### config.mk
export PLATFORM = sky130hd
export DESIGN_NAME = id_lookup
export DESIGN_NICKNAME = d
export VERILOG_FILES = /design/src/rtl/id_lookup_pkg.sv /design/src/rtl/id_lookup_bcd_check.sv /design/src/rtl/id_lookup.sv
export SDC_FILE = /design/constraint.sdc
export NUM_CORES = 1
export LEC_CHECK = 0
export CORE_MARGIN = 2
export CORE_UTILIZATION = 45
export DETAILED_ROUTE_END_ITERATION = 16
export PLACE_DENSITY = 0.91
export SETUP_SLACK_MARGIN = 0.05
export SYNTH_ARGS = -nofsm -noshare
export SYNTH_HDL_FRONTEND = slang
export SYNTH_SLANG_ARGS = --single-unit
export TNS_END_PERCENT = 20
### constraint.sdc
create_clock -name clk -period 2.3 [get_ports clk]
set_clock_uncertainty 0.05 [all_clocks]
set_input_delay 0.345 -clock clk [delete_from_list [all_inputs] [get_ports clk]]
set_output_delay 0.345 -clock clk [all_outputs]
set_load 0.01 [all_outputs]
### src/rtl/id_lookup_pkg.sv
// Shared ID-lookup constants and FSM state encoding.
// Used by the lookup engine and anything else that has to agree on ID/ROM geometry.
package id_lookup_pkg;

  localparam int ID_DIGITS = 10;
  localparam int DATA_W    = ID_DIGITS * 4;
  localparam int ADDR_W    = 4;
  localparam int N_ENTRIES = 5;

  typedef enum logic [1:0] {
    IDLE  = 2'd0,
    FETCH = 2'd1,
    CMP   = 2'd2,
    DONE  = 2'd3
  } state_t;

endpackage

### src/rtl/id_lookup_bcd_check.sv
// Combinational BCD validity check: valid=1 iff every nibble of in is 0..9.
// No latency; no flow control.
module bcd_check #(
  parameter int DATA_W = 40
) (
  input  logic [DATA_W-1:0] in,
  output logic              valid
);

  always_comb begin
    valid = 1'b1;
    for (int i = 0; i < DATA_W / 4; i++) begin
      if (in[4*i +: 4] > 4'd9) valid = 1'b0;
    end
  end

endmodule

### src/rtl/id_lookup.sv
// Sequential search of the registered-ID ROM for a 10-digit BCD ID; reports match/index or a BCD error.
// Latency: 2k+2 cycles for a hit at index k, 2*N_ENTRIES for a miss, 1 for bad BCD; start ignored while busy.
module id_lookup
  import id_lookup_pkg::*;
#(
  parameter int N_ENTRIES_P = N_ENTRIES,
  parameter int ADDR_W_P    = ADDR_W,
  parameter int DATA_W_P    = DATA_W
) (
  input  logic                clk,
  input  logic                rst_n,
  input  logic                start,
  input  logic [DATA_W_P-1:0] id_in,
  output logic [ADDR_W_P-1:0] rom_addr,
  input  logic [DATA_W_P-1:0] rom_data,
  output logic                busy,
  output logic                done,
  output logic                match,
  output logic [ADDR_W_P-1:0] match_idx,
  output logic                bcd_err
);

  localparam logic [ADDR_W_P-1:0] LAST_ADDR = ADDR_W_P'(N_ENTRIES_P - 1);

  state_t              state;
  logic [DATA_W_P-1:0] id_q;
  logic                id_ok;

  bcd_check #(.DATA_W(DATA_W_P)) u_bcd_check (
    .in    (id_in),
    .valid (id_ok)
  );

  always_ff @(posedge clk or negedge rst_n) begin
    if (!rst_n) begin
      state     <= IDLE;
      id_q      <= '0;
      rom_addr  <= '0;
      busy      <= 1'b0;
      done      <= 1'b0;
      match     <= 1'b0;
      match_idx <= '0;
      bcd_err   <= 1'b0;
    end else begin
      case (state)
        IDLE: begin
          done <= 1'b0;
          if (start) begin
            id_q      <= id_in;
            match     <= 1'b0;
            match_idx <= '0;
            busy      <= 1'b1;
            if (!id_ok) begin
              bcd_err <= 1'b1;
              state   <= DONE;
            end else begin
              bcd_err  <= 1'b0;
              rom_addr <= '0;
              state    <= FETCH;
            end
          end
        end
        FETCH: state <= CMP;
        CMP: begin
          if (rom_data == id_q) begin
            match     <= 1'b1;
            match_idx <= rom_addr;
            done      <= 1'b1;
            state     <= DONE;
          end else if (rom_addr == LAST_ADDR) begin
            match <= 1'b0;
            done  <= 1'b1;
            state <= DONE;
          end else begin
            rom_addr <= rom_addr + 1'b1;
            state    <= FETCH;
          end
        end
        DONE: begin
          // A search arrives with done already set; the BCD-error path arrives
          // with it clear and spends one cycle raising it.
          if (done) begin
            done  <= 1'b0;
            busy  <= 1'b0;
            state <= IDLE;
          end else begin
            done <= 1'b1;
          end
        end
        default: state <= IDLE;
      endcase
    end
  end

endmodule

==> PnR_summary.wiki <==
{| class="wikitable"
! Metric !! Value
|-
| Setup WS post-layout || 0.185 ns
|-
| R2R Path End || rom_addr[0]$_DFFE_PN0P_
|-
| Hold WC Path Type || in2async
|-
| Fill cell count || 443
|-
| Post-Route WL || 6570 um
|-
| Number of antenna violations at the first check in global routing || 0
|-
| TritonCTS Buffers || 5
|-
| Effective utilization at floorplan || 45.9%
|-
| Clock sink count || 54
|-
| Wire length of the first global-routing pass || 10,200 um
|-
| Routability Congestion || 0.806
|-
| Top FF cell, synth || dfrtp_1
|-
| Area of the die || 6560 sq um
|-
| Critical setup path kind || in2reg
|-
| Fraction of registers with async set/reset || 100%
|-
| Setup slack of the worst register-to-register path || 0.23 ns
|-
| Clock tree from TritonCTS || done
|-
| Length of routed wiring on met1 || 2640 um
|-
| Count of routing violations after the opening detailed-route iteration || 155
|-
| Max Cap Viol || 0
|-
| Cells after DPL || 392
|-
| Relative slew slack || 47.9%
|-
| Total I/O pin count || 95
|-
| Global-route usage over all layers || 20.4%
|-
| Gate count after technology mapping || 219
|-
| Highest-count cells in the layout ignoring fill and taps || clkdlybuf4s50_1, dfrtp_1, xor2_1, mux2_2, mux2_1
|-
| Pre-CTS setup slack || -0.228 ns
|-
| Clock transition at the register clock pins on the worst setup and hold paths after CTS || 0.10 ns
|-
| Post-detailed-route count of antenna-violating nets || 0
|-
| Peak fanout along the critical path || 6
|-
| Pins Over Slew Limit || 0
|-
| Core Footprint || 5820 sq um
|-
| Final instance count without filler cells || 400
|-
| Syn. warnings || 0
|-
| Top layer used by detailed routing || met4
|-
| Post-route DRC || 0
|-
| Clk_lat worst skew || 0.30 ns
|-
| Overall via count from detail_route || 2,108
|-
| Top achievable clock speed || 0.473 GHz
|-
| Worst IR Drop VDD || 455 uV
|-
| Slew at the pin closest to its max-slew limit || 0.781 ns
|-
| Endpoint kind of the worst setup timing path || flop
|-
| Total cell area at the placement stage || 3740 sq um
|-
| Lkg Pwr || 1.66 nW
|-
| Final hold vios || 0
|-
| Post-synthesis area per instance || 12.2 sq um
|-
| Maximum buffer depth of the clock tree || 2
|-
| Met2 WL || 3390 um
|-
| Depth of the CTS H-tree || 2
|-
| Share of layout cells above drive strength 1 || 15.7%
|-
| Commonest non-fill, non-tap cell in the layout || clkdlybuf4s50_1
|-
| Period Utilization, post-route || 92.0%
|-
| Crit path arrival time || 2.26 ns
|-
| Number of cells on the worst reg-to-reg path || 7
|-
| Sum of negative setup slack || 0 ns
|-
| Final setup violating endpoints || 0
|-
| First-pass iteration count of the detailed router || 5
|-
| Synth Net Count || 304
|-
| Data required time of the worst path || 2.45 ns
|-
| # nets final || 409
|-
| RSZ-0062 raised after global routing || no
|-
| Number of antenna cells inserted || 0
|-
| Power per unit of standard cell area || 946 nW/um^2
|-
| Count of hold-fix buffers inserted at cts || 0
|-
| Average via count per standard cell || 5.27
|-
| Startpoint Class || input port
|-
| Total of flip-flops plus latches after synthesis || 54
|-
| Root Buffer Master || clkbuf_8
|-
| Post-synth EDFFs || 0
|-
| Met3 WL post-DR || 465 um
|-
| Final hold slack || 0.0601 ns
|-
| Area overhead of the layout relative to synthesis || 43.8%
|-
| Combined area of all synthesized cells || 2670 sq um
|-
| X dimension of the die || 81.0 um
|-
| Count of input and output buffers || 94
|-
| Global route overflow || 0
|-
| Outcome || complete, no violations
|-
| Via count of the first global-routing pass || 2,199
|-
| Maximum number of pins on one net before global-route repair || 42
|-
| Die Y-Extent || 81.0 um
|-
| Number of distinct library cell variants in the gate-level netlist after synthesis || 34
|-
| Final Instance Area || 3840 sq um
|-
| Critical R2R Launch || id_q[25]$_DFFE_PN0P_
|-
| Floorplan row count || 28
|-
| Portion of the post-synthesis area used by sequential elements || 50.6%
|-
| Final routed wire length divided by cell count || 16.4 um
|-
| Detailed placement HPWL || 5240 um
|-
| Time the final worst path needs with I/O delays and setup || 2.12 ns
|}
-- routing by layer --
layer  track usage, %  vias to the layer above
met3             4.00                       10
met4             5.93                        0
li1                 -                      984
met1             24.9                     1025
met2             36.4                       89
met5                0                        -
-- layout make-up --
type	count	area (sq um)	area share, %
sequential	54	1350	35.2
timing repair buffer	103	1000	26.1
inverter	8	30.0	0.782
multi-input combinational	152	1270	33.1
clock inverter	3	21.3	0.554
clock buffer	5	68.8	1.79
tap	75	93.8	2.44
-- critical path: stages --
cell,delay [ns]
clkdlybuf4s50_1,0.42
xor2_1,0.16
nor4_2,0.33
nand4_1,0.21
nor4_4,0.26
buf_4,0.19
nor3_1,0.07
mux2_2,0.27
-- report_power, final --
group / total, mW / switching, mW / internal [mW]
Clock: 0.530 / 0.316 / 0.215
Combinational: 1.39 / 0.565 / 0.827
Sequential: 1.71 / 0.337 / 1.37
-- registers in the layout, indices dropped and copies added, names as in the netlist --
register   cells
state          2
busy           1
bcd_err        1
rom_addr       4
match          1
id_q          40
match_idx      4
done           1
-- worst max-delay path by stage --
stage / endpoint / slack [ns] / from / depth (start not counted)
5_1_grt: rom_addr[0]$_DFFE_PN0P_ / 0.05 / rom_data[25] / 8
3_3_place_gp: rom_addr[3]$_DFFE_PN0P_ / -0.14 / rom_data[32] / 8
6_report: rom_addr[0]$_DFFE_PN0P_ / 0.18 / rom_data[32] / 8
3_5_place_dp: rom_addr[0]$_DFFE_PN0P_ / -0.23 / rom_data[32] / 8
2_1_floorplan: rom_addr[3]$_DFFE_PN0P_ / 0.42 / id_q[38]$_DFFE_PN0P_ / 6
4_1_cts: rom_addr[0]$_DFFE_PN0P_ / 0.10 / rom_data[32] / 8
-- cell usage after synthesis (2+ instances only) --
master / number / share of area, %
a21oi_1: 4 / 0.75
ha_1: 2 / 0.94
nand4_1: 6 / 1.4
nor2_1: 3 / 0.42
a21o_1: 2 / 0.56
xor2_1: 33 / 11
mux2i_1: 4 / 1.5
nor3_1: 3 / 0.56
o21ai_0: 9 / 1.7
nor4_1: 9 / 2.1
inv_1: 8 / 1.1
dfrtp_1: 54 / 51
mux2_1: 12 / 5.1
buf_2: 4 / 0.75
mux2_2: 29 / 12
nand3_1: 2 / 0.38
xnor2_1: 8 / 2.6
nand2_1: 10 / 1.4
nand2b_1: 2 / 0.47
-- what timing repair did --
| item | in CTS | in global routing |
|---|---|---|
| setup endpoints to repair | 0 | 4 |
| gates resized for setup | 0 | 1 |
| buffers inserted | 0 | 0 |
-- logic make-up after synthesis --
family                     synth area share (%)
AOI/OAI and AO/OA                          5.16
DFF                                        50.6
and+or+nand+nor                            9.00
buffers and inverters                      2.02
xor gates and xnor gates                   13.5
adders and majority gates                 0.937
muxes                                      18.8
-- through the flow --
step / util [%] / total power [mW]
floorplan: - / 2.59
global route: 66.0 / 3.87
finish: 66.0 / 3.63
global placement: 64.4 / 3.01
CTS: 65.9 / 3.65
detailed placement: 64.4 / 3.12
Note: power is estimated with default switching activity, not from simulation.
